[src/rtl/program_loader.sv]
// program_loader: turns the UART byte stream into framed program words for instruction fetch.
// Frame = 4-byte big-endian word count N, then N big-endian 32-bit words.
module program_loader #(
  parameter int unsigned END_DELAY      = 4,
  parameter int unsigned TIMEOUT_CYCLES = 1000000
) (
  input  logic        CLK,
  input  logic        reset,
  input  logic [7:0]  rx_data,
  input  logic        rx_valid,
  output logic [31:0] input_data,
  output logic        input_start,
  output logic        input_end,
  output logic        input_valid,
  output logic        loading,
  output logic        load_error
);

  localparam int unsigned IdleW  = $clog2(TIMEOUT_CYCLES + 1);
  localparam int unsigned DrainW = $clog2(END_DELAY);

  localparam logic [IdleW-1:0]  IdleLast  = IdleW'(TIMEOUT_CYCLES - 1);
  localparam logic [IdleW-1:0]  IdleOne   = IdleW'(1);
  localparam logic [DrainW-1:0] DrainLast = DrainW'(END_DELAY - 1);
  localparam logic [DrainW-1:0] DrainOne  = DrainW'(1);

  typedef enum logic [2:0] {StHdr, StStart, StData, StDrain, StEnd} state_e;

  state_e            state_q, state_d;
  logic [1:0]        idx_q, idx_d;
  // Only the three earlier bytes are held; the fourth comes straight from rx_data.
  logic [23:0]       sr_q, sr_d;
  logic [31:0]       count_q, count_d;
  logic [IdleW-1:0]  idle_q, idle_d;
  logic [DrainW-1:0] drain_q, drain_d;
  logic [31:0]       data_q, data_d;
  logic              start_q, start_d;
  logic              end_q, end_d;
  logic              valid_q, valid_d;
  logic              loading_q, loading_d;
  logic              error_q, error_d;

  logic        accept;
  logic        counting;
  logic        word_done;
  logic        timeout;
  logic [31:0] word;

  always_comb begin
    state_d   = state_q;
    idx_d     = idx_q;
    sr_d      = sr_q;
    count_d   = count_q;
    idle_d    = idle_q;
    drain_d   = drain_q;
    data_d    = data_q;
    start_d   = 1'b0;
    end_d     = 1'b0;
    valid_d   = valid_q;
    loading_d = loading_q;
    error_d   = error_q;

    accept    = rx_valid && ((state_q == StHdr) || (state_q == StStart) || (state_q == StData));
    word      = {sr_q, rx_data};
    word_done = accept && (idx_q == 2'd3);
    counting  = (state_q == StData) || ((state_q == StHdr) && (idx_q != 2'd0));
    timeout   = counting && !rx_valid && (idle_q == IdleLast);

    if (accept) begin
      sr_d  = word[23:0];
      idx_d = idx_q + 2'd1;
    end

    if (rx_valid) begin
      idle_d = '0;
    end else if (counting) begin
      idle_d = idle_q + IdleOne;
    end else begin
      idle_d = '0;
    end

    unique case (state_q)
      StHdr: begin
        if (word_done) begin
          count_d   = word;
          error_d   = 1'b0;
          start_d   = 1'b1;
          loading_d = 1'b1;
          state_d   = StStart;
        end else if (timeout) begin
          idx_d  = 2'd0;
          idle_d = '0;
        end
      end
      StStart: begin
        if (count_q == 32'd0) begin
          // Empty program: any byte strobed here is dropped along with DRAIN traffic.
          idx_d   = 2'd0;
          drain_d = '0;
          state_d = StDrain;
        end else begin
          state_d = StData;
        end
      end
      StData: begin
        if (word_done) begin
          data_d  = word;
          valid_d = ~valid_q;
          count_d = count_q - 32'd1;
          if (count_q == 32'd1) begin
            drain_d = '0;
            state_d = StDrain;
          end
        end else if (timeout) begin
          idx_d   = 2'd0;
          idle_d  = '0;
          error_d = 1'b1;
          drain_d = '0;
          state_d = StDrain;
        end
      end
      StDrain: begin
        if (drain_q == DrainLast) begin
          end_d   = 1'b1;
          state_d = StEnd;
        end else begin
          drain_d = drain_q + DrainOne;
        end
      end
      StEnd: begin
        loading_d = 1'b0;
        state_d   = StHdr;
      end
      default: begin
        state_d = StHdr;
      end
    endcase
  end

  always_ff @(posedge CLK or negedge reset) begin
    if (!reset) begin
      state_q   <= StHdr;
      idx_q     <= 2'd0;
      sr_q      <= '0;
      count_q   <= '0;
      idle_q    <= '0;
      drain_q   <= '0;
      data_q    <= '0;
      start_q   <= 1'b0;
      end_q     <= 1'b0;
      valid_q   <= 1'b0;
      loading_q <= 1'b0;
      error_q   <= 1'b0;
    end else begin
      state_q   <= state_d;
      idx_q     <= idx_d;
      sr_q      <= sr_d;
      count_q   <= count_d;
      idle_q    <= idle_d;
      drain_q   <= drain_d;
      data_q    <= data_d;
      start_q   <= start_d;
      end_q     <= end_d;
      valid_q   <= valid_d;
      loading_q <= loading_d;
      error_q   <= error_d;
    end
  end

  assign input_data  = data_q;
  assign input_start = start_q;
  assign input_end   = end_q;
  assign input_valid = valid_q;
  assign loading     = loading_q;
  assign load_error  = error_q;

endmodule

[config.mk]
export PLATFORM = sky130hd
export DESIGN_NAME = program_loader
export DESIGN_NICKNAME = d
export VERILOG_FILES = /design/src/rtl/program_loader.sv
export SDC_FILE = /design/constraint.sdc
export NUM_CORES = 1
export LEC_CHECK = 0
export BUFFER_PORTS_ARGS = -buffer_cell sky130_fd_sc_hd__buf_2
export CORE_UTILIZATION = 30
export DETAILED_ROUTE_END_ITERATION = 8
export GPL_TIMING_DRIVEN = 0
export PLACE_DENSITY = 0.47
export SLEW_MARGIN = 30
export SYNTH_ARGS = -nofsm -noshare
export SYNTH_HDL_FRONTEND = slang
export SYNTH_SLANG_ARGS = --single-unit
[constraint.sdc]
create_clock -name CLK -period 2.6 [get_ports CLK]
set_input_delay 0.52 -clock CLK [delete_from_list [all_inputs] [get_ports CLK]]
set_output_delay 0.52 -clock CLK [all_outputs]
set_load 0.05 [all_outputs]
==> flow_summary.json <==
{
  "outcome": "finished clean",
  "fp.dieW_um": 141.2,
  "yosysWarnings": 0,
  "hpwl_mm": 11.08,
  "finalCritPeriodShare": 0.9534,
  "postSynthAreaPerCell_um2": 10.38,
  "synth_edf_count": 0,
  "final_util": 0.3728,
  "fmax_mhz": 403.4,
  "grt_pass1_wl_mm": 26.29,
  "p_switching_w": 0.003897,
  "worstMarginPinSlew_ns": 0.7674,
  "synth_seq_cells": 120,
  "cts_tree": "built",
  "synth_nets": 578,
  "synth_common_cells": "dfrtp_1, nor2_1, mux2_2, a21oi_1",
  "yosysMostFrequentCell": "dfrtp_1",
  "rr_startpoint": "state_q[2]$_DFFE_PN0P_",
  "grt_pass1_vias": 4652,
  "synth_top_area_cell": "dfrtp_1",
  "antennaDiodeCount": 0,
  "drive_gt1_frac": 0.2410,
  "cp-end-kind": "flop",
  "layout.nets": 644,
  "fin_worst_skew_ns": 0.01492,
  "setup_viol": 0,
  "grt_antenna_before_repair": 0,
  "ctsHoldBuffers": 0,
  "p_seq_frac": 0.369,
  "r2r_end": "count_q[20]$_DFFE_PN0P_",
  "place_area_um2": 6407,
  "crit_arrival_ns": 2.76,
  "place.gp.congestion": 0.8488,
  "die_area_um2": 19940,
  "peakVddDrop_uv": 596.6,
  "portBuffers": 46,
  "rsz0062_at_grt": "true",
  "crit_end": "count_q[20]$_DFFE_PN0P_",
  "power.leakage_nw": 2.864,
  "path_class": "flop to flop",
  "min_path_type": "primary input to asynchronous set/reset pin",
  "cts_num_sinks": 120,
  "final_cell_area_um2": 7020,
  "report.final.slew_viol_count": 0,
  "clkPwrFrac": 0.261,
  "ys_seq_area_frac": 0.5165,
  "maxCapViolations": 0,
  "core_um2": 18830,
  "slew_headroom": 0.4884,
  "cp.required_ns": 2.88,
  "vias": 4637,
  "clk_pin_slew_ns": 0.06,
  "drc": 0,
  "cts_buffers": 17,
  "stdcell_count": 899,
  "n_fill_cell": 1884,
  "io_pins": 48,
  "syn-instance-count": 560,
  "start_util": 0.3088,
  "syn_area_um2": 5814,
  "rrSetupSlack_ns": 0.12,
  "cell_internal_pwr_w": 0.005166,
  "first_pass_iters": 5,
  "htree_levels": 4,
  "viasPerCell": 5.158,
  "wirelength_mm": 16.17,
  "setup.worst_path.start_class": "flop",
  "synth.area.top_cells": "dfrtp_1, mux2_2, nor2_1",
  "synth.top_cell.area_share": 0.5165,
  "critical_path.max_fanout": 10,
  "comb_power_share": 0.370,
  "post_drt_wl_per_cell_um": 17.98,
  "async_flop_share": 1.000,
  "grt.total_usage": 0.1750,
  "clockRootBuffer": "clkbuf_16",
  "hold_viol": 0,
  "area.growth.synth_to_final_pct": 20.74,
  "yosys.cell_types.count": 46,
  "final.min_clock_period_ns": 2.479,
  "grt_overflow_total": 0,
  "drt_iter0_drc": 342,
  "reg2reg_depth": 6,
  "dp_cells": 867,
  "dieHeight_um": 141.2,
  "worstSkewPairLatency_ns": 0.43,
  "cp-startpoint": "state_q[2]$_DFFE_PN0P_",
  "rows": 50,
  "power.density_nw_per_um2": 1291,
  "ant_nets": 0,
  "p_sw_frac": 0.4300,
  "grt_max_degree": 77,
  "synth_ff_type": "dfrtp_1",
  "cts_buffer_depth": 2
}
worst min-delay path by stage:
| stage | from | to | slack (ns) |
|---|---|---|---|
| floorplan | reset | count_q[0]$_DFFE_PN0P_ | 0.22 |
| global placement | input_valid$_DFFE_PN0P_ | input_valid$_DFFE_PN0P_ | 0.45 |
| detailed placement | input_valid$_DFFE_PN0P_ | input_valid$_DFFE_PN0P_ | 0.45 |
| CTS | reset | sr_q[22]$_DFFE_PN0P_ | 0.10 |
| global route | reset | input_data[22]$_DFFE_PN0P_ | 0.13 |
| finish | reset | input_data[22]$_DFFE_PN0P_ | 0.08 |
registers in the layout, summed over array words and instances, names as in the netlist:
| register | cells |
|---|---|
| count_q | 32 |
| drain_q | 2 |
| idle_q | 20 |
| idx_q | 2 |
| input_data | 32 |
| input_end | 1 |
| input_start | 1 |
| input_valid | 1 |
| load_error | 1 |
| loading | 1 |
| sr_q | 24 |
| state_q | 3 |
metrics by stage:
stage	power, W	setup TNS [ns]	worst slack, ns	hold WS [ns]
floorplan	0.005611	0	0.3539	0.2244
global placement	0.006621	-85.35	-0.6231	0.4503
detailed placement	0.006698	-13.61	-0.5301	0.4527
CTS	0.009105	0	0.06403	0.1029
global route	0.009592	-0.08686	-0.06965	0.1255
finish	0.009063	0	0.1211	0.07804
layout by cell type (no fill, tap or decap), types with 3 or more instances in the layout:
cell type and instances:
o31ai_1 3, buf_2 48, o22ai_1 7, a2bb2oi_1 8, and3_1 3, clkinv_4 4, nor2_1 61, clkbuf_1 24
mux2_2 56, or2_2 3, or4_1 9, nand4_1 17, nor3_1 20, a41oi_1 3, xor2_1 10, nor4_4 3
ha_1 7, nand2_1 28, nor4_1 6, nor3b_1 4, inv_6 3, a21oi_1 40, a31oi_1 6, clkbuf_16 17
or3_1 9, xnor2_1 10, inv_1 15, o32ai_1 5, o21ai_0 28, nor2b_1 3, nand3_1 20, dfrtp_1 120
timing repair:
| item | in CTS | in global routing |
|---|---|---|
| setup endpoints to repair | 36 | 17 |
| buffers inserted | 0 | 0 |
| resized for setup | 4 | 5 |
layer usage:
| layer | up-vias | GRT usage | share of wire |
|---|---|---|---|
| met2 | 129 | 0.2660 | 0.45 |
| met1 | 2307 | 0.2410 | 0.48 |
| met5 | - | 0 | 0 |
| li1 | 2175 | - | - |
| met3 | 26 | 0.03431 | 0.040 |
| met4 | 0 | 0.07723 | 0.028 |
power by group through the flow:
stage	Sequential (W)	Clock, W	Combinational, W
6_report	0.00335	0.00237	0.00335
2_1_floorplan	0.00400	0	0.00161
4_1_cts	0.00333	0.00241	0.00336
5_1_grt	0.00346	0.00249	0.00364
3_5_place_dp	0.00336	0	0.00334
3_3_place_gp	0.00333	0	0.00329
cell type report:
cell class                 count  area [µm²]  area share
buffer                        30       126.4     0.01800
clock buffer                  19       442.9     0.06309
clock inverter                13       146.4     0.02085
inverter                      15       56.30    0.008020
multi-input combinational    395        2653      0.3778
sequential                   120        3003      0.4277
tap                          260       325.3     0.04634
timing repair buffer          47       267.8     0.03814
worst max-delay path, cell delays in order, from the launching register on:
cell	delay (ns)
dfrtp_1	0.40
clkbuf_1	0.22
nor3b_1	0.52
clkbuf_1	0.52
nand3_1	0.22
o32ai_1	0.34
a21oi_1	0.12
kinds of logic after synthesis:
kind of cell | Yosys count | share of synthesized area
compound gates | 113 | 0.1184
xor+xnor | 20 | 0.03013
fa+ha+maj | 7 | 0.01506
buf+inv | 45 | 0.03099
flops | 120 | 0.5165
mux | 57 | 0.1102
simple gates | 198 | 0.1788
Note: power is estimated with default switching activity, not from simulation.
